### src/rtl/rst_seq_pkg.sv
// Shared types for the board reset sequencer: sequencer states and reset-cause codes.
package rst_seq_pkg;

    typedef enum logic [1:0] {
        ASSERT  = 2'd0,
        HOLD    = 2'd1,
        SOC_REL = 2'd2,
        RUN     = 2'd3
    } seq_state_e;

    localparam logic [1:0] CAUSE_POR  = 2'd0;
    localparam logic [1:0] CAUSE_FPGA = 2'd1;
    localparam logic [1:0] CAUSE_MCU  = 2'd2;
    localparam logic [1:0] CAUSE_BOTH = 2'd3;

    // Bit 0 flags the FPGA button, bit 1 the MCU button, so codes can be OR-merged.
    function automatic logic [1:0] cause_encode(input logic fpga_db, input logic mcu_db);
        logic [1:0] code;
        case ({~mcu_db, ~fpga_db})
            2'b01:   code = CAUSE_FPGA;
            2'b10:   code = CAUSE_MCU;
            2'b11:   code = CAUSE_BOTH;
            default: code = CAUSE_POR;
        endcase
        return code;
    endfunction

endpackage

### src/rtl/rst_seq_ctrl_if.sv
// Button inputs and reset outputs of the board reset sequencer.
interface rst_seq_ctrl_if;
    logic       fpga_rst_n_i;
    logic       mcu_rst_n_i;
    logic       soc_erst_n_o;
    logic       periph_rst_o;
    logic [1:0] rst_cause_o;
    logic       seq_busy_o;

    modport master (
        output fpga_rst_n_i, mcu_rst_n_i,
        input  soc_erst_n_o, periph_rst_o, rst_cause_o, seq_busy_o
    );

    modport slave (
        input  fpga_rst_n_i, mcu_rst_n_i,
        output soc_erst_n_o, periph_rst_o, rst_cause_o, seq_busy_o
    );
endinterface

### src/rtl/btn_debounce.sv
// Synchronises one raw active-low push button and accepts a new level only after
// it has been stable for DEBOUNCE_CYCLES consecutive cycles.
module btn_debounce #(
    parameter int unsigned SYNC_STAGES     = 2,
    parameter int unsigned DEBOUNCE_CYCLES = 160000
) (
    input  logic clk,
    input  logic rst,
    input  logic btn_raw_n,
    output logic btn_db
);

    localparam int unsigned      CNT_W    = $clog2(DEBOUNCE_CYCLES + 1);
    localparam logic [CNT_W-1:0] CNT_LAST = CNT_W'(DEBOUNCE_CYCLES - 1);
    localparam logic [CNT_W-1:0] CNT_ONE  = CNT_W'(1);

    logic [SYNC_STAGES-1:0] sync_r;
    logic [CNT_W-1:0]       cnt_r;
    logic                   db_r;
    logic                   mismatch_s;

    // Plain flop chain into the core clock domain, released (high) in reset.
    always_ff @(posedge clk or posedge rst) begin
        if (rst) begin
            sync_r <= {SYNC_STAGES{1'b1}};
        end else begin
            sync_r <= {sync_r[SYNC_STAGES-2:0], btn_raw_n};
        end
    end

    assign mismatch_s = sync_r[SYNC_STAGES-1] ^ db_r;

    // Any return to the accepted level restarts the stability window.
    always_ff @(posedge clk or posedge rst) begin
        if (rst) begin
            cnt_r <= {CNT_W{1'b0}};
            db_r  <= 1'b1;
        end else if (!mismatch_s) begin
            cnt_r <= {CNT_W{1'b0}};
            db_r  <= db_r;
        end else if (cnt_r == CNT_LAST) begin
            cnt_r <= {CNT_W{1'b0}};
            db_r  <= ~db_r;
        end else begin
            cnt_r <= cnt_r + CNT_ONE;
            db_r  <= db_r;
        end
    end

    assign btn_db = db_r;

endmodule

### src/rtl/rst_seq_ctrl.sv
// Board reset sequencer: debounces the FPGA/MCU buttons and releases the SoC reset
// and then the peripheral reset in a fixed order, recording what caused the reset.
module rst_seq_ctrl
    import rst_seq_pkg::*;
#(
    parameter int unsigned SYNC_STAGES     = 2,
    parameter int unsigned DEBOUNCE_CYCLES = 160000,
    parameter int unsigned HOLD_CYCLES     = 1024,
    parameter int unsigned PERIPH_DELAY    = 16
) (
    input  logic          clk,
    input  logic          rst,
    rst_seq_ctrl_if.slave bus
);

    localparam int unsigned       HOLD_W   = $clog2(HOLD_CYCLES + 1);
    localparam int unsigned       PER_W    = $clog2(PERIPH_DELAY + 1);
    localparam logic [HOLD_W-1:0] HOLD_MAX = HOLD_W'(HOLD_CYCLES);
    localparam logic [HOLD_W-1:0] HOLD_ONE = HOLD_W'(1);
    localparam logic [PER_W-1:0]  PER_MAX  = PER_W'(PERIPH_DELAY);
    localparam logic [PER_W-1:0]  PER_ONE  = PER_W'(1);

    seq_state_e        state_r, state_nx_s;
    logic              fpga_db_s, mcu_db_s, req_s;
    logic [HOLD_W-1:0] hold_cnt_r;
    logic [PER_W-1:0]  per_cnt_r;
    logic              hold_done_s, per_done_s;
    logic              soc_erst_n_nx_s, periph_rst_nx_s, busy_nx_s;
    logic              soc_erst_n_r, periph_rst_r, busy_r;
    logic [1:0]        cause_nx_s, cause_r;

    btn_debounce #(.SYNC_STAGES(SYNC_STAGES), .DEBOUNCE_CYCLES(DEBOUNCE_CYCLES)) u_fpga_db (
        .clk(clk), .rst(rst), .btn_raw_n(bus.fpga_rst_n_i), .btn_db(fpga_db_s)
    );

    btn_debounce #(.SYNC_STAGES(SYNC_STAGES), .DEBOUNCE_CYCLES(DEBOUNCE_CYCLES)) u_mcu_db (
        .clk(clk), .rst(rst), .btn_raw_n(bus.mcu_rst_n_i), .btn_db(mcu_db_s)
    );

    assign req_s       = ~fpga_db_s | ~mcu_db_s;
    assign hold_done_s = (hold_cnt_r == HOLD_MAX);
    assign per_done_s  = (per_cnt_r == PER_MAX);

    // Next-state logic; a button request always wins and returns to ASSERT.
    always_comb begin
        state_nx_s = state_r;
        case (state_r)
            ASSERT:  if (!req_s) state_nx_s = HOLD; else state_nx_s = ASSERT;
            HOLD:    if (req_s) state_nx_s = ASSERT;
                     else if (hold_done_s) state_nx_s = SOC_REL;
                     else state_nx_s = HOLD;
            SOC_REL: if (req_s) state_nx_s = ASSERT;
                     else if (per_done_s) state_nx_s = RUN;
                     else state_nx_s = SOC_REL;
            RUN:     if (req_s) state_nx_s = ASSERT; else state_nx_s = RUN;
            default: state_nx_s = ASSERT;
        endcase
    end

    // Output decode from the next state so registered outputs move with the state.
    always_comb begin
        soc_erst_n_nx_s = 1'b0;
        periph_rst_nx_s = 1'b1;
        busy_nx_s       = 1'b1;
        case (state_nx_s)
            SOC_REL: soc_erst_n_nx_s = 1'b1;
            RUN: begin
                soc_erst_n_nx_s = 1'b1;
                periph_rst_nx_s = 1'b0;
                busy_nx_s       = 1'b0;
            end
            default: soc_erst_n_nx_s = 1'b0;
        endcase
    end

    // Cause is replaced on entry to ASSERT and accumulates new presses while there.
    always_comb begin
        cause_nx_s = cause_r;
        if (req_s && (state_nx_s == ASSERT)) begin
            if (state_r == ASSERT) cause_nx_s = cause_r | cause_encode(fpga_db_s, mcu_db_s);
            else cause_nx_s = cause_encode(fpga_db_s, mcu_db_s);
        end else begin
            cause_nx_s = cause_r;
        end
    end

    // State and registered outputs.
    always_ff @(posedge clk or posedge rst) begin
        if (rst) begin
            state_r      <= ASSERT;
            soc_erst_n_r <= 1'b0;
            periph_rst_r <= 1'b1;
            busy_r       <= 1'b1;
            cause_r      <= CAUSE_POR;
        end else begin
            state_r      <= state_nx_s;
            soc_erst_n_r <= soc_erst_n_nx_s;
            periph_rst_r <= periph_rst_nx_s;
            busy_r       <= busy_nx_s;
            cause_r      <= cause_nx_s;
        end
    end

    // Hold counter restarts on HOLD entry; the release counter already counts its entry edge.
    always_ff @(posedge clk or posedge rst) begin
        if (rst) begin
            hold_cnt_r <= {HOLD_W{1'b0}};
            per_cnt_r  <= {PER_W{1'b0}};
        end else begin
            if (state_r != HOLD) hold_cnt_r <= {HOLD_W{1'b0}};
            else if (!hold_done_s) hold_cnt_r <= hold_cnt_r + HOLD_ONE;
            else hold_cnt_r <= hold_cnt_r;

            if (state_nx_s != SOC_REL) per_cnt_r <= {PER_W{1'b0}};
            else if (!per_done_s) per_cnt_r <= per_cnt_r + PER_ONE;
            else per_cnt_r <= per_cnt_r;
        end
    end

    assign bus.soc_erst_n_o = soc_erst_n_r;
    assign bus.periph_rst_o = periph_rst_r;
    assign bus.rst_cause_o  = cause_r;
    assign bus.seq_busy_o   = busy_r;

endmodule

### src/flat_wrapper.sv
// flat-port wrapper written by rule: the top's interface ports become plain ports
module rst_seq_ctrl_flat import rst_seq_pkg::*;
#(
    parameter int unsigned SYNC_STAGES     = 2,
    parameter int unsigned DEBOUNCE_CYCLES = 160000,
    parameter int unsigned HOLD_CYCLES     = 1024,
    parameter int unsigned PERIPH_DELAY    = 16
)
  (clk, rst, bus_fpga_rst_n_i, bus_mcu_rst_n_i, bus_soc_erst_n_o, bus_periph_rst_o, bus_rst_cause_o, bus_seq_busy_o);
  rst_seq_ctrl_if bus_i ();
  input  logic clk;
  input  logic rst;
  input wire logic [$bits(bus_i.fpga_rst_n_i)-1:0] bus_fpga_rst_n_i;
  input wire logic [$bits(bus_i.mcu_rst_n_i)-1:0] bus_mcu_rst_n_i;
  output wire logic [$bits(bus_i.soc_erst_n_o)-1:0] bus_soc_erst_n_o;
  output wire logic [$bits(bus_i.periph_rst_o)-1:0] bus_periph_rst_o;
  output wire logic [$bits(bus_i.rst_cause_o)-1:0] bus_rst_cause_o;
  output wire logic [$bits(bus_i.seq_busy_o)-1:0] bus_seq_busy_o;
  assign bus_i.fpga_rst_n_i = bus_fpga_rst_n_i;
  assign bus_i.mcu_rst_n_i = bus_mcu_rst_n_i;
  assign bus_soc_erst_n_o = bus_i.soc_erst_n_o;
  assign bus_periph_rst_o = bus_i.periph_rst_o;
  assign bus_rst_cause_o = bus_i.rst_cause_o;
  assign bus_seq_busy_o = bus_i.seq_busy_o;
  rst_seq_ctrl #(.SYNC_STAGES(SYNC_STAGES), .DEBOUNCE_CYCLES(DEBOUNCE_CYCLES), .HOLD_CYCLES(HOLD_CYCLES), .PERIPH_DELAY(PERIPH_DELAY)) u_core (.clk(clk), .rst(rst), .bus(bus_i));
endmodule
### config.mk
export PLATFORM = sky130hd
export DESIGN_NAME = rst_seq_ctrl_flat
export DESIGN_NICKNAME = d
export VERILOG_FILES = /design/src/rtl/rst_seq_pkg.sv /design/src/rtl/rst_seq_ctrl_if.sv /design/src/rtl/btn_debounce.sv /design/src/rtl/rst_seq_ctrl.sv /design/src/flat_wrapper.sv
export SDC_FILE = /design/constraint.sdc
export NUM_CORES = 1
export LEC_CHECK = 0
export ABC_AREA = 1
export BUFFER_PORTS_ARGS = -buffer_cell sky130_fd_sc_hd__buf_4
export CAP_MARGIN = 20
export CORE_ASPECT_RATIO = 1.25
export CORE_MARGIN = 2
export CORE_UTILIZATION = 60
export CTS_CLUSTER_SIZE = 28
export DETAILED_ROUTE_END_ITERATION = 8
export MAX_ROUTING_LAYER = met4
export PLACE_DENSITY = 0.86
export SETUP_SLACK_MARGIN = 0.5
export SYNTH_ARGS = -nofsm -noshare
export SYNTH_HDL_FRONTEND = slang
export SYNTH_HIERARCHICAL = 1
export SYNTH_SLANG_ARGS = --single-unit
### constraint.sdc
create_clock -name clk -period 1.64 [get_ports clk]
set_input_delay 0.328 -clock clk [delete_from_list [all_inputs] [get_ports clk]]
set_output_delay 0.328 -clock clk [all_outputs]
set_load 0.01 [all_outputs]
# ---- Word level (Yosys, flattened, before mapping)
# Index checks and enable logic that the tools add are counted.
dict set report totals {
  ff_bits 64
  inputBits 4
  out_inout_bits 5
}
dict set report op_classes {
  add_sub_neg 4
  n_eq_ne 16
  n_mux 21
  bitwise 6
  reduce_logical 6
}
# cell n
set ops {}
lappend ops {{$mux 18} 4}
lappend ops {{$add 18x1->18 const B} 2}
lappend ops {{$eq 18x18->1 const B} 2}
lappend ops {{$mux 11} 2}
lappend ops {{$mux 2} 7}
lappend ops {{$eq 2x2->1 const B} 6}
lappend ops {{$add 11x1->11 const B} 1}
lappend ops {{$eq 11x11->1 const B} 1}
lappend ops {{$mux 5} 2}
lappend ops {{$pmux 2 s4} 1}
lappend ops {{$ne 2x2->1 const B} 3}
lappend ops {{$pmux 2 s3} 1}
lappend ops {{$add 5x1->5 const B} 1}
lappend ops {{$eq 5x5->1 const B} 1}
lappend ops {{$eq 2x1->1 const B} 2}
lappend ops {{$logic_not 2->1} 2}
lappend ops {{$mux 1} 4}
lappend ops {{$reduce_and 2->1} 2}
lappend ops {{$ne 2x1->1 const B} 1}
lappend ops {{$not 1->1} 2}
lappend ops {{$or 2x2->2} 1}
lappend ops {{$reduce_or 2->1} 1}
lappend ops {{$xor 1x1->1} 2}
lappend ops {{$logic_and 1x1->1} 1}
lappend ops {{$or 1x1->1} 1}

# ---- Depth between registers and ports, before layout
# Gate-level depths: netlist (run 1).
dict set report logic_depth {
  depth_word 9
  mapped_depth 10
  ltp_nobuf 10
}

# ---- Hierarchy
# The synthesis (run 1) kept the hierarchy.
# module n_inst cells_per_inst area_per_inst_um2 seq_area_each_um2
set by_module_without_submodules {}
lappend by_module_without_submodules {btn_debounce 2 133 1127.3 529.3}
lappend by_module_without_submodules {rst_seq_ctrl 1 128 1122.3 551.8}

# ---- Worst setup path before layout (run 1)
# No wires, ideal clock.
dict set report synth_timing {
  path_kind {flip-flop to flip-flop}
  startpoint {register u_core.u_fpga_db.cnt_r[0]}
  endpoint {register u_core.u_fpga_db.cnt_r[12]}
  setup_time_ns 0.119
  arrival_time_ns 1.235
  setup_slack_ns 0.286
  stages_incl_launch_ff 9
  path_buffers 0
  period_less_slack_ns 1.354
  path_cell_list {dfrtp_1 ha_1 nand2_2 nor2_4 nand3_2 nor2_4 nor2_4 inv_6 nor2_2}
}
dict set report synth_via {
  elab_chain_len 3
  word_cells_on_any_way 4
  classes_between {add/sub: 1; eq/ne: 1; mux: 2}
}
# item line_no
set synth_lines {}
lappend synth_lines {{start: declaration} btn_debounce.sv:18} ;# logic [CNT_W-1:0] cnt_r;
lappend synth_lines {{start signal: assignment} btn_debounce.sv:36} ;# cnt_r <= {CNT_W{1'b0}};
lappend synth_lines {{start signal: assignment} btn_debounce.sv:39} ;# cnt_r <= {CNT_W{1'b0}};
lappend synth_lines {{start signal: assignment} btn_debounce.sv:42} ;# cnt_r <= {CNT_W{1'b0}};
lappend synth_lines {{$add 18x1->18 / $eq 18x18->1 (equally long branches)} {btn_debounce.sv:45, btn_debounce.sv:41}}
lappend synth_lines {{$mux 18 (*)} btn_debounce.sv:41} ;# end else if (cnt_r == CNT_LAST) begin
lappend synth_lines {{$mux 18 (*)} btn_debounce.sv:38} ;# end else if (!mismatch_s) begin
# Every way passes the cells marked *; elsewhere a longest branch is shown, timed or not.
# A chain may end at the register's enable or synchronous reset.

# ---- Final worst setup path (run 1)
dict set report layout_timing {
  startpoint {register u_core.hold_cnt_r[0]}
  endpoint {register u_core.hold_cnt_r[8]}
}
dict set report layout_via {
  elab_chain_len 3
  word_cells_on_any_way 5
  classes_between {add/sub: 1; eq/ne: 2; mux: 2}
}
# item line_no
set layout_lines {}
lappend layout_lines {{start: declaration} rst_seq_ctrl.sv:25} ;# logic [HOLD_W-1:0] hold_cnt_r;
lappend layout_lines {{start signal: assignment} rst_seq_ctrl.sv:107} ;# hold_cnt_r <= {HOLD_W{1'b0}};
lappend layout_lines {{start signal: assignment} rst_seq_ctrl.sv:110} ;# if (state_r != HOLD) hold_cnt_r <= {HOLD_W{1'b0}};
lappend layout_lines {{start signal: assignment} rst_seq_ctrl.sv:111} ;# else if (!hold_done_s) hold_cnt_r <= hold_cnt_r + HOLD_ONE;
lappend layout_lines {{$add 11x1->11} rst_seq_ctrl.sv:111}
lappend layout_lines {{$mux 11} rst_seq_ctrl.sv:111}
lappend layout_lines {{$mux 11} rst_seq_ctrl.sv:110}
# Several ways; a longest one is shown, not always the timed one. The select of a mux whose other input is x is not followed.

==> impl_metrics.prom, run 1 <==
# TYPE chip_impl_metric gauge
chip_impl_info{name="cp_slowest_cell",value="dfrtp_1"} 1
chip_impl_metric{name="antenna_cells",unit=""} 0
chip_impl_metric{name="maximum_number_of_pins_on_one_net_before_global_route_repair",unit=""} 14
chip_impl_metric{name="grt_util_all_layers",unit="%"} 27.4
chip_impl_metric{name="synthesized_netlist_cell_count",unit=""} 394
chip_impl_metric{name="numCtsBuffers",unit=""} 9
chip_impl_metric{name="wire_per_inst",unit="microns"} 19.4
chip_impl_metric{name="synthesis.area",unit="sq um"} 3380
chip_impl_info{name="synthDominantAreaCellType",value="dfrtp_1"} 1
chip_impl_metric{name="grt_overflow",unit=""} 0
chip_impl_metric{name="clock_latency",unit="ns"} 0.35
chip_impl_info{name="critical_path_cell_by_cell",value="buf_6, buf_6, ha_4, nand2_4, nor2_4, and2_4, nand2_2, xor2_1, nor2_1"} 1
chip_impl_info{name="critical_path.endpoint_type",value="register"} 1
chip_impl_metric{name="grt_antenna_before_repair",unit=""} 0
chip_impl_metric{name="via_count_of_the_first_global_routing_pass",unit=""} 2847
chip_impl_info{name="tritoncts",value="yes"} 1
chip_impl_metric{name="maxClockFrequency",unit="MHz"} 634
chip_impl_metric{name="max_transition_margin",unit="%"} 56.3
chip_impl_metric{name="cts.htree.levels",unit=""} 3
chip_impl_metric{name="post_route_cells_drive_above_1_share",unit="%"} 45.5
chip_impl_metric{name="port_buffers",unit=""} 8
chip_impl_metric{name="dpl_cell_area",unit="sq um"} 3570
chip_impl_metric{name="netlist-cell-type-count",unit=""} 27
chip_impl_metric{name="min_period_over_period",unit="%"} 96.2
chip_impl_metric{name="detail-route-antenna-nets",unit=""} 0
chip_impl_metric{name="setup_tns",unit="ns"} 0
chip_impl_metric{name="start_util",unit="%"} 62.0
chip_impl_metric{name="power.total",unit="mW"} 3.02
chip_impl_info{name="status",value="complete, no violations"} 1
chip_impl_metric{name="total_leakage_power",unit="nW"} 2.02
chip_impl_metric{name="timing_hold_violations_final",unit=""} 0
chip_impl_metric{name="layout_min_cycle_time",unit="ns"} 1.58
chip_impl_metric{name="cts.reportedPaths.clkPinSlew",unit="ns"} 0.06
chip_impl_metric{name="slew_violations",unit=""} 0
chip_impl_info{name="min-delay-path-class",value="in -> reg"} 1
chip_impl_metric{name="max_fo_critical_path",unit=""} 3
chip_impl_metric{name="gpl.final_weighted_congestion",unit=""} 0.899
chip_impl_metric{name="async_reset_ff_share",unit="%"} 100
chip_impl_metric{name="cts.sink_count",unit=""} 64
chip_impl_info{name="kind_of_critical_path",value="reg -> reg"} 1
chip_impl_metric{name="clock-skew-final",unit="ns"} 0.00616
chip_impl_metric{name="final_net_count",unit=""} 480
chip_impl_metric{name="grt_pass1_wl",unit="mm"} 12.8
chip_impl_metric{name="dr_total_vias",unit=""} 3238
chip_impl_metric{name="avgSynthCellArea",unit="sq um"} 8.57
chip_impl_info{name="worst_setup_path_start_kind",value="register"} 1
chip_impl_info{name="most_numerous_cell_types_in_the_synthesized_netlist",value="63 x nand2_1, 60 x nor2_1, 57 x dfrtp_1, 43 x inv_1, 29 x nor2_2"} 1
chip_impl_metric{name="worst_ep_required",unit="ns"} 1.87
chip_impl_metric{name="yosysTopAreaCellShare",unit="%"} 42.2
chip_impl_metric{name="vias_per_cell",unit=""} 6.01
chip_impl_info{name="crit_path_frequent_cell",value="buf_6"} 1
chip_impl_metric{name="yosysSeqAreaShare",unit="%"} 47.7
chip_impl_metric{name="ir_worst_vdd",unit="uV"} 577
chip_impl_metric{name="synth-seq-cells",unit=""} 64
chip_impl_metric{name="powerDensity",unit="nW/um^2"} 643
chip_impl_metric{name="core_region_area",unit="sq um"} 5440
chip_impl_metric{name="rows",unit=""} 30
chip_impl_info{name="synth_flop_type",value="dfrtp_1"} 1
chip_impl_metric{name="detail_route.drc_violations",unit=""} 0
chip_impl_metric{name="critical_path_arrival",unit="ns"} 1.81
chip_impl_info{name="synthTopCellsByArea",value="dfrtp_1 42%, nand2_1 7.0%, nor2_1 6.7%"} 1
chip_impl_info{name="clock_tree.root_cell",value="clkbuf_8"} 1
chip_impl_metric{name="area_growth_syn_to_layout",unit="%"} 38.9
chip_impl_metric{name="syn-num-nets",unit=""} 404
chip_impl_metric{name="dieHeight",unit="microns"} 87.9
chip_impl_metric{name="drt_wl_total",unit="mm"} 10.4
chip_impl_metric{name="dpl.hpwl",unit="mm"} 4.48
chip_impl_metric{name="drt-pass1-iter-count",unit=""} 7
chip_impl_metric{name="io_pins",unit=""} 9
chip_impl_info{name="post-synth-top-count-cell",value="nand2_1"} 1
chip_impl_metric{name="layout.cell_area.non_filler",unit="sq um"} 4690
chip_impl_metric{name="clk_path_buf_depth",unit=""} 2
chip_impl_metric{name="synth_edf_count",unit=""} 0
chip_impl_metric{name="critical-path-max-stage-delay",unit="ns"} 0.38
chip_impl_metric{name="drt_iter0_drc",unit=""} 331
chip_impl_metric{name="drv.max_cap_violation_count",unit=""} 0
chip_impl_metric{name="yosysWarnings",unit=""} 6
chip_impl_metric{name="setup_violations",unit=""} 0
chip_impl_metric{name="floorplan.die_area",unit="sq um"} 6250
chip_impl_metric{name="die_width",unit="microns"} 71.1
chip_impl_metric{name="timing_worst_slew_pin_value",unit="ns"} 0.653
chip_impl_info{name="grt_setup_unrepaired",value="yes"} 1
final timing paths:
kind                                           start                    endpoint  slack, ns  cells after the start
max                             u_core/hold_cnt_r[0]        u_core/hold_cnt_r[8]       0.06                      9
min                                 bus_fpga_rst_n_i  u_core/u_fpga_db/sync_r[0]       0.08                      1
min reg2reg                u_core/u_mcu_db/sync_r[0]   u_core/u_mcu_db/sync_r[1]       0.36                      0
max in group asynchronous                        rst        u_core/hold_cnt_r[2]       0.69                      4
max reg2reg                     u_core/hold_cnt_r[0]        u_core/hold_cnt_r[8]       0.06                      9
min in group asynchronous                        rst   u_core/u_mcu_db/cnt_r[10]       0.50                      3
cells by family after synthesis:
| family | synth area share (%) |
|---|---|
| AND/OR/NAND/NOR | 33.2 |
| flip-flops | 47.7 |
| adder cells (fa/ha/maj) | 2.22 |
| AO/OA/AOI/OAI | 3.74 |
| XOR/XNOR | 7.19 |
| buffers and inverters | 5.97 |
registers in the layout (all words and copies together), names as in the netlist, 2 cells and up:
signal and count:
u_core/u_mcu_db/cnt_r 18, u_core/per_cnt_r 5, u_core/u_fpga_db/sync_r 2, u_core/bus.rst_cause_o 2, u_core/hold_cnt_r 11, u_core/state_r 2, u_core/u_mcu_db/sync_r 2, u_core/u_fpga_db/cnt_r 18
through the flow:
stage	hold slack, ns	util (%)	worst slack, ns	std cells
CTS	0.0842	76.0	0.245	513
detailed placement	0.324	65.7	0.182	469
finish	0.0785	86.2	0.0618	539
floorplan	0.302	-	0.302	394
global route	0.0765	86.2	0.0487	539
global placement	0.319	65.7	0.229	469
routing by layer:
| layer | GRT usage, % | vias up | part of all wire, % |
|---|---|---|---|
| met4 | 11.7 | 0 | 7.3 |
| met2 | 47.8 | 219 | 50 |
| met3 | 6.79 | 92 | 7.4 |
| li1 | - | 1392 | - |
| met5 | - | - | 0 |
| met1 | 29.6 | 1535 | 36 |
cells in the final DEF (no fill, tap or decap), types with 3 or more instances in the layout:
cell and n:
xor2_1 18, inv_2 5, clkbuf_1 5, nand2_4 9, nor3_4 4, clkbuf_8 11, a21oi_2 4, clkinv_4 3
nor2_4 27, nor3_2 4, inv_1 36, nand3_2 9, o21ai_2 3, ha_4 4, nor2_1 48, nand4_1 7
buf_4 41, nor2_2 26, nand2_1 53, dfrtp_2 6, a21oi_1 12, clkinvlp_4 3, buf_6 22, o21ai_0 3
xnor2_2 3, nand2_2 12, nand3_1 18, dfrtp_1 51, dfstp_2 7
worst max-delay path: cells and delay by family, from the launching register on:
| family | cells | cell delay, ns |
|---|---|---|
| XOR/XNOR | 1 | 0.20 |
| adder cells (fa/ha/maj) | 1 | 0.15 |
| buffers and inverters | 2 | 0.21 |
| flip-flops | 1 | 0.38 |
| AND/OR/NAND/NOR | 5 | 0.51 |
repair_timing:
item,CTS,global route
resized for setup,42,81
pin swaps,24,36
hold buffers,1,0
setup endpoints to repair,54,89
setup buffers,27,26
gates cloned,0,0
hold endpoints to repair,5,0
power breakdown:
part           leakage [nW]  internal (mW)  total (mW)  switching (mW)
clock                0.0850          0.635        1.22           0.580
combinational          1.09         0.0709       0.175           0.104
sequential            0.844           1.60        1.63          0.0256
area by class of cell:
type	count	area (sq um)
flip-flops and latches	64	1620
multi-input cells	280	2000
repair buffers	66	606
inverters	49	214
well taps	64	80.1
fillers	226	753
clock buffers	16	170
Note: power is estimated with default switching activity, not from simulation.
==> run 2: changes to the inputs <==
Settings changed: PLACE_DENSITY 0.86 to not set, PLACE_DENSITY_LB_ADDON set to 0.05, SLEW_MARGIN set to 20.
==> run 2 against run 1 <==
  * Non-clock buffer count down 12
  * Wire length down 25%
  * Critical path depth up 1
  * Flip-flop and latch count unchanged
  * Clock-buffer cell count unchanged
  * Utilization down 4.1 points
  * Register-to-register slack better by 0.10 ns
  * First-iteration DRC count down 55%
  * Fmax up 6.9%
==> impl_metrics.prom, run 2 (same netlist as run 1, synthesis figures left out) <==
# TYPE chip_impl_metric gauge
chip_impl_info{name="grt_setup_unrepaired",value="yes"} 1
chip_impl_metric{name="clk_path_buf_depth",unit=""} 2
chip_impl_metric{name="maxClockFrequency",unit="MHz"} 677
chip_impl_info{name="maxUsedRoutingLayer",value="met4"} 1
chip_impl_metric{name="power.sequential.fraction",unit="%"} 53.6
chip_impl_metric{name="grt_util_all_layers",unit="%"} 25.4
chip_impl_metric{name="start_util",unit="%"} 62.0
chip_impl_info{name="worst_r2r_startpoint",value="u_core/hold_cnt_r[0]"} 1
chip_impl_info{name="timing.rr.end",value="u_core/per_cnt_r[3]"} 1
chip_impl_metric{name="vias_per_cell",unit=""} 5.30
chip_impl_metric{name="drt-pass1-iter-count",unit=""} 6
chip_impl_metric{name="grt_pass1_wl",unit="mm"} 11.9
chip_impl_metric{name="io_pins",unit=""} 9
chip_impl_info{name="status",value="complete, no violations"} 1
chip_impl_metric{name="grt_overflow",unit=""} 0
chip_impl_metric{name="final_net_count",unit=""} 468
chip_impl_metric{name="dpl_cell_area",unit="sq um"} 3570
chip_impl_metric{name="reg2reg_slack",unit="ns"} 0.16
chip_impl_info{name="critical_path_cell_by_cell",value="inv_2, ha_4, inv_2, nor2_1, nand3_1, nor2_2, nor2_2, nor2_4, nand2_4, nor2_2"} 1
chip_impl_metric{name="ff2ff_path_depth",unit=""} 10
chip_impl_metric{name="critical-path-max-stage-delay",unit="ns"} 0.41
chip_impl_metric{name="antenna_cells",unit=""} 0
chip_impl_metric{name="wl_met1",unit="mm"} 3.26
chip_impl_metric{name="met3_length",unit="microns"} 230
chip_impl_metric{name="detail-route-antenna-nets",unit=""} 0
chip_impl_metric{name="timing_worst_slew_pin_value",unit="ns"} 0.605
chip_impl_info{name="kind_of_critical_path",value="reg -> reg"} 1
chip_impl_metric{name="critical_path_arrival",unit="ns"} 1.75
chip_impl_metric{name="drt_wl_total",unit="mm"} 7.83
chip_impl_metric{name="dieHeight",unit="microns"} 87.9
chip_impl_metric{name="drv.max_cap_violation_count",unit=""} 0
chip_impl_metric{name="powerDensity",unit="nW/um^2"} 677
chip_impl_metric{name="rows",unit=""} 30
chip_impl_metric{name="total_leakage_power",unit="nW"} 1.93
chip_impl_metric{name="max_transition_margin",unit="%"} 59.4
chip_impl_metric{name="layout.cell_area.non_filler",unit="sq um"} 4470
chip_impl_metric{name="via_count_of_the_first_global_routing_pass",unit=""} 2722
chip_impl_metric{name="post_cts_hold_buffer_count",unit=""} 0
chip_impl_metric{name="slew_violations",unit=""} 0
chip_impl_metric{name="port_buffers",unit=""} 8
chip_impl_metric{name="post_route_cells_drive_above_1_share",unit="%"} 43.2
chip_impl_info{name="critical_path.top_delay_family",value="simple AND/OR/NAND/NOR gates"} 1
chip_impl_metric{name="route.met2.wl",unit="mm"} 4.19
chip_impl_metric{name="core_region_area",unit="sq um"} 5440
chip_impl_info{name="min-delay-path-class",value="in -> async"} 1
chip_impl_metric{name="clock_latency",unit="ns"} 0.34
chip_impl_info{name="cp_slowest_cell",value="dfrtp_1"} 1
chip_impl_metric{name="dr_total_vias",unit=""} 2794
chip_impl_metric{name="max_fo_critical_path",unit=""} 5
chip_impl_metric{name="layout_min_cycle_time",unit="ns"} 1.48
chip_impl_metric{name="cts.htree.levels",unit=""} 3
chip_impl_metric{name="worst_ep_required",unit="ns"} 1.91
chip_impl_info{name="top_regs",value="u_core/u_fpga_db/cnt_r x18, u_core/u_mcu_db/cnt_r x18, u_core/hold_cnt_r x11"} 1
chip_impl_info{name="tritoncts",value="yes"} 1
chip_impl_metric{name="numCtsBuffers",unit=""} 9
chip_impl_metric{name="power_switching_share",unit="%"} 22.6
chip_impl_info{name="clock_tree.root_cell",value="clkbuf_8"} 1
chip_impl_info{name="crit_path_frequent_cell",value="nor2_2"} 1
chip_impl_metric{name="grt_antenna_before_repair",unit=""} 0
chip_impl_metric{name="maximum_number_of_pins_on_one_net_before_global_route_repair",unit=""} 23
chip_impl_metric{name="setup_tns",unit="ns"} 0
chip_impl_metric{name="detail_route.drc_violations",unit=""} 0
chip_impl_metric{name="clockPowerShare",unit="%"} 41.2
chip_impl_metric{name="ir_worst_vdd",unit="uV"} 525
chip_impl_metric{name="gpl.final_weighted_congestion",unit=""} 0.826
chip_impl_info{name="critical_path.endpoint_type",value="register"} 1
chip_impl_metric{name="setup_violations",unit=""} 0
chip_impl_metric{name="die_width",unit="microns"} 71.1
chip_impl_metric{name="critical_path_buf_inv_count",unit=""} 2
chip_impl_metric{name="area_growth_syn_to_layout",unit="%"} 32.2
chip_impl_metric{name="wire_per_inst",unit="microns"} 14.9
chip_impl_metric{name="clock-skew-final",unit="ns"} 0.00682
chip_impl_metric{name="p_switching",unit="mW"} 0.682
chip_impl_metric{name="min_period_over_period",unit="%"} 90.0
chip_impl_metric{name="cts.reportedPaths.clkPinSlew",unit="ns"} 0.07
chip_impl_metric{name="cell_internal_pwr",unit="mW"} 2.34
chip_impl_info{name="mostFrequentLayoutCells",value="52 x dfrtp_1, 50 x nand2_1, 47 x nor2_1"} 1
chip_impl_metric{name="timing_hold_violations_final",unit=""} 0
chip_impl_metric{name="floorplan.die_area",unit="sq um"} 6250
chip_impl_metric{name="cts.sink_count",unit=""} 64
chip_impl_info{name="layout_commonest_cell",value="dfrtp_1"} 1
chip_impl_metric{name="drt_iter0_drc",unit=""} 150
chip_impl_info{name="worst_setup_path_start_kind",value="register"} 1
chip_impl_metric{name="dpl.hpwl",unit="mm"} 4.50
chip_impl_metric{name="pwr-share-comb",unit="%"} 5.2
[run 2: cell type report]
| type | instances | area [sq um] |
|---|---|---|
| inverters | 49 | 199 |
| fillers | 321 | 977 |
| well taps | 64 | 80.1 |
| clock buffers | 16 | 180 |
| flip-flops and latches | 64 | 1620 |
| repair buffers | 54 | 484 |
| multi-input cells | 280 | 1910 |
[run 2: what timing repair did]
| item | 4_1_cts | 5_1_grt |
|---|---|---|
| endpoints found under the hold margin | 0 | 0 |
| resized for setup | 31 | 73 |
| pin swaps | 25 | 31 |
| setup buffers | 25 | 17 |
| setup endpoints to repair | 58 | 62 |
[run 2: worst min-delay path: stages]
cell and delay [ns]:
buf_4 0.12, inv_1 0.04, buf_4 0.27
[run 2: power groups by stage]
stage | clock network [mW] | logic [mW] | registers [mW]
after floorplan | 0 | 0.0754 | 1.64
after global placement | 0 | 0.105 | 1.64
after detailed placement | 0 | 0.107 | 1.64
after CTS | 1.27 | 0.136 | 1.62
after global routing | 1.34 | 0.176 | 1.62
final | 1.25 | 0.157 | 1.62
[run 2: worst max-delay path by stage]
stage,endpoint,depth (start not counted),slack (ns),startpoint
after floorplan,u_core/u_fpga_db/cnt_r[12],8,0.30,u_core/u_fpga_db/cnt_r[0]
after global placement,u_core/u_fpga_db/cnt_r[12],8,0.19,u_core/u_fpga_db/cnt_r[0]
after detailed placement,u_core/u_mcu_db/cnt_r[7],8,0.17,u_core/u_mcu_db/cnt_r[0]
after CTS,u_core/per_cnt_r[4],10,0.25,u_core/hold_cnt_r[0]
after global routing,u_core/per_cnt_r[4],6,0.05,u_core/u_mcu_db/btn_db
final,u_core/per_cnt_r[3],10,0.16,u_core/hold_cnt_r[0]
[run 2: metal layers]
layer	global-route usage (%)	vias to the layer above
li1	-	1353
met3	4.83	16
met2	43.2	63
met1	29.9	1362
met5	-	-
met4	9.61	0
[run 2: per-stage QoR]
| stage | hold slack, ns | worst slack (ns) | cells | utilization (%) | total power [mW] |
|---|---|---|---|---|---|
| global route | 0.0744 | 0.0489 | 527 | 82.0 | 3.14 |
| global placement | 0.347 | 0.193 | 469 | 65.7 | 1.75 |
| floorplan | 0.302 | 0.302 | 394 | - | 1.72 |
| finish | 0.0323 | 0.164 | 527 | 82.0 | 3.02 |
| CTS | 0.0336 | 0.249 | 510 | 74.7 | 3.02 |
| detailed placement | 0.349 | 0.171 | 469 | 65.7 | 1.75 |
==> run 3: changes to the inputs <==
Settings changed: SYNTH_HIERARCHICAL 1 to not set.
==> run 3 against run 2 <==
  * Sequential power about the same
  * Flip-flop and latch count unchanged
  * Non-clock buffer count is 15 higher
  * Power decreased by 0.71%
  * Combinational power is 28% higher
  * Clock skew increased by 0.0087 ns
  * Die area fell by 0.49%
  * Hold slack improved by 0.051 ns
  * Global-route usage increased by 3.3 points
  * Sequential share of layout area fell by 1.5 points
  * Clock power down 6%
  * Setup slack got worse by 0.064 ns
==> impl_metrics.prom, run 3 <==
# TYPE chip_impl_metric gauge
chip_impl_metric{name="rows",unit=""} 30
chip_impl_metric{name="max_fo_critical_path",unit=""} 3
chip_impl_metric{name="grt_antenna_before_repair",unit=""} 0
chip_impl_metric{name="maximum_number_of_pins_on_one_net_before_global_route_repair",unit=""} 32
chip_impl_info{name="top_regs",value="u_core.u_fpga_db.cnt_r x18, u_core.u_mcu_db.cnt_r x18, u_core.hold_cnt_r x11"} 1
chip_impl_metric{name="drt_iter0_drc",unit=""} 324
chip_impl_info{name="cp_slowest_cell",value="dfrtp_1"} 1
chip_impl_metric{name="layout_min_cycle_time",unit="ns"} 1.54
chip_impl_metric{name="muxShareOfSynthArea",unit="%"} 0
chip_impl_metric{name="grt_util_all_layers",unit="%"} 28.7
chip_impl_metric{name="grt_pass1_wl",unit="mm"} 13.5
chip_impl_metric{name="yosysSeqAreaShare",unit="%"} 47.9
chip_impl_info{name="min-delay-path-class",value="in -> reg"} 1
chip_impl_info{name="status",value="complete, no violations"} 1
chip_impl_info{name="most_numerous_cell_types_in_the_synthesized_netlist",value="81 x nand2_1, 81 x nor2_1, 57 x dfrtp_1, 56 x inv_1, 30 x nand3_1"} 1
chip_impl_metric{name="ir_worst_vdd",unit="uV"} 578
chip_impl_metric{name="clock-skew-final",unit="ns"} 0.0156
chip_impl_metric{name="worst_ep_required",unit="ns"} 1.90
chip_impl_metric{name="post_route_cells_drive_above_1_share",unit="%"} 40.1
chip_impl_metric{name="post-route-worst-setup-slack",unit="ns"} 0.0997
chip_impl_metric{name="drt-pass1-iter-count",unit=""} 5
chip_impl_metric{name="cts.reportedPaths.clkPinSlew",unit="ns"} 0.08
chip_impl_metric{name="yosys.area_share.simple",unit="%"} 32.7
chip_impl_metric{name="yosys.area_share.adder",unit="%"} 2.23
chip_impl_metric{name="ff2ff_path_depth",unit=""} 9
chip_impl_metric{name="clockPowerShare",unit="%"} 39.3
chip_impl_metric{name="pre_cts_slack",unit="ns"} 0.133
chip_impl_metric{name="yosysWarnings",unit=""} 0
chip_impl_metric{name="dieHeight",unit="microns"} 87.7
chip_impl_metric{name="pwr-share-comb",unit="%"} 6.7
chip_impl_metric{name="synthesis.area",unit="sq um"} 3360
chip_impl_info{name="clock_tree.root_cell",value="clkbuf_8"} 1
chip_impl_metric{name="die_width",unit="microns"} 70.9
chip_impl_metric{name="total_leakage_power",unit="nW"} 2.06
chip_impl_metric{name="area_growth_syn_to_layout",unit="%"} 39.7
chip_impl_metric{name="cts.htree.levels",unit=""} 3
chip_impl_metric{name="drt_wl_total",unit="mm"} 9.95
chip_impl_metric{name="dr_total_vias",unit=""} 3303
chip_impl_metric{name="drv.max_cap_violation_count",unit=""} 0
chip_impl_info{name="worst_setup_path_start_kind",value="register"} 1
chip_impl_metric{name="worstHoldPathCells",unit=""} 1
chip_impl_metric{name="dpl.hpwl",unit="mm"} 5.05
chip_impl_metric{name="final_net_count",unit=""} 505
chip_impl_metric{name="numCtsBuffers",unit=""} 9
chip_impl_metric{name="syn-num-nets",unit=""} 427
chip_impl_metric{name="min_period_over_period",unit="%"} 93.9
chip_impl_metric{name="yosys.area_share.xor_xnor",unit="%"} 6.00
chip_impl_metric{name="clock_latency",unit="ns"} 0.36
chip_impl_metric{name="grt_overflow",unit=""} 0
chip_impl_metric{name="port_buffers",unit=""} 8
chip_impl_metric{name="synth-seq-cells",unit=""} 64
chip_impl_info{name="synthTopCellsByArea",value="dfrtp_1 42%, nand2_1 9.1%, nor2_1 9.1%"} 1
chip_impl_metric{name="vias_per_cell",unit=""} 5.87
chip_impl_metric{name="power.sequential.fraction",unit="%"} 54.0
chip_impl_metric{name="power_switching_share",unit="%"} 25.8
chip_impl_metric{name="powerDensity",unit="nW/um^2"} 640
chip_impl_info{name="mostFrequentLayoutCells",value="60 x nor2_1, 60 x nand2_1, 49 x buf_4"} 1
chip_impl_info{name="kind_of_critical_path",value="reg -> reg"} 1
chip_impl_metric{name="max_transition_margin",unit="%"} 76.7
chip_impl_metric{name="timing_worst_slew_pin_value",unit="ns"} 0.346
chip_impl_metric{name="critical_path_arrival",unit="ns"} 1.80
chip_impl_metric{name="setup_violations",unit=""} 0
chip_impl_info{name="crit_path_frequent_cell",value="nand2_1"} 1
chip_impl_metric{name="cts.sink_count",unit=""} 64
chip_impl_metric{name="gpl.final_weighted_congestion",unit=""} 0.905
chip_impl_metric{name="synth_compound_gate_area_share",unit="%"} 4.39
chip_impl_metric{name="detail_route.drc_violations",unit=""} 0
chip_impl_info{name="tritoncts",value="yes"} 1
chip_impl_metric{name="critical-path-max-stage-delay",unit="ns"} 0.43
chip_impl_metric{name="slew_violations",unit=""} 0
chip_impl_metric{name="clk_path_buf_depth",unit=""} 2
chip_impl_metric{name="antenna_cells",unit=""} 0
chip_impl_metric{name="synthesized_netlist_cell_count",unit=""} 417
chip_impl_metric{name="avgSynthCellArea",unit="sq um"} 8.06
chip_impl_metric{name="io_pins",unit=""} 9
chip_impl_metric{name="timing_hold_violations_final",unit=""} 0
chip_impl_info{name="critical_path.endpoint_type",value="register"} 1
chip_impl_metric{name="start_util",unit="%"} 62.2
chip_impl_info{name="synth_flop_type",value="dfrtp_1"} 1
chip_impl_metric{name="maxClockFrequency",unit="MHz"} 649
chip_impl_metric{name="setup_tns",unit="ns"} 0
chip_impl_metric{name="floorplan.die_area",unit="sq um"} 6220
chip_impl_metric{name="wire_per_inst",unit="microns"} 17.7
chip_impl_metric{name="netlist-cell-type-count",unit=""} 29
chip_impl_metric{name="cell_internal_pwr",unit="mW"} 2.23
chip_impl_metric{name="p_switching",unit="mW"} 0.776
chip_impl_metric{name="async_reset_ff_share",unit="%"} 100
chip_impl_metric{name="yosysTopAreaCellShare",unit="%"} 42.5
chip_impl_metric{name="via_count_of_the_first_global_routing_pass",unit=""} 3078
chip_impl_info{name="critical_path_cell_by_cell",value="inv_2, ha_4, nand2_4, nor3_2, nand4_1, nand2_1, nand2_1, nand2_1, inv_1"} 1
chip_impl_metric{name="detail-route-antenna-nets",unit=""} 0
chip_impl_info{name="synthDominantAreaCellType",value="dfrtp_1"} 1
chip_impl_metric{name="core_region_area",unit="sq um"} 5410
chip_impl_info{name="synth_top_family_by_area",value="simple AND/OR/NAND/NOR gates"} 1
chip_impl_metric{name="synth_edf_count",unit=""} 0
chip_impl_info{name="grt_setup_unrepaired",value="yes"} 1
## run 3: final timing paths
kind                                      startpoint                         end  slack, ns
max in group asynchronous                        rst  u_core.u_fpga_db.sync_r[1]       0.69
hold reg to reg            u_core.u_mcu_db.sync_r[0]   u_core.u_mcu_db.sync_r[1]       0.36
setup / recovery                u_core.hold_cnt_r[0]        u_core.hold_cnt_r[2]        0.1
setup reg to reg                u_core.hold_cnt_r[0]        u_core.hold_cnt_r[2]        0.1
min in group asynchronous                        rst        u_core.hold_cnt_r[2]       0.63
hold / removal                      bus_fpga_rst_n_i  u_core.u_fpga_db.sync_r[0]       0.08
## run 3: cells by family (layout without fill, tap and decap cells)
| kind of cell | Yosys count | count (layout) |
|---|---|---|
| simple gates | 238 | 239 |
| xor+xnor | 23 | 23 |
| fa+ha+maj | 6 | 6 |
| flops | 64 | 64 |
| compound gates | 27 | 27 |
| buf+inv | 59 | 140 |
## run 3: metrics by stage
stage | util, % | instance area, sq um | cells | total power, mW | hold WS [ns]
final | 86.8 | 4690 | 563 | 3.00 | 0.0831
after global routing | 86.8 | 4690 | 563 | 3.10 | 0.0713
after CTS | 78.6 | 4250 | 536 | 2.91 | 0.0806
after detailed placement | 67.2 | 3630 | 491 | 1.76 | 0.350
after global placement | 67.2 | 3630 | 491 | 1.75 | 0.346
after floorplan | - | 3460 | 417 | 1.71 | 0.332
## run 3: power by group through the flow
stage / clock network [mW] / logic [mW] / registers [mW]
floorplan: 0 / 0.0688 / 1.65
global placement: 0 / 0.104 / 1.65
detailed placement: 0 / 0.106 / 1.65
CTS: 1.15 / 0.147 / 1.62
global route: 1.26 / 0.219 / 1.62
finish: 1.18 / 0.201 / 1.62
## run 3: worst max-delay path: cells and delay by family (launching register included)
family | cells | cell delay (ns)
buffers and inverters | 2 | 0.16
adders and majority gates | 1 | 0.14
DFF | 1 | 0.43
and+or+nand+nor | 6 | 0.70
## run 3: routing by layer
layer,GRT usage (%),wire [microns],vias up
met5,-,0,-
met4,14.4,669,0
met3,5.29,582,76
met2,49.3,5080,172
met1,32.1,3620,1577
li1,-,-,1478
## run 3: cell type report
| type | instances | area (sq um) |
|---|---|---|
| inverters | 56 | 226 |
| fillers | 269 | 712 |
| well taps | 64 | 80.1 |
| clock inverters | 4 | 22.5 |
| flip-flops and latches | 64 | 1630 |
| repair buffers | 69 | 601 |
| multi-input cells | 295 | 2010 |
| clock buffers | 11 | 131 |
## run 3: repair_timing
action,CTS,global route
resized for setup,57,76
hold buffers,1,0
pin swaps,31,45
hold endpoints to repair,15,0
endpoints found under the setup margin,59,68
cloned,1,0
buffers inserted,28,27
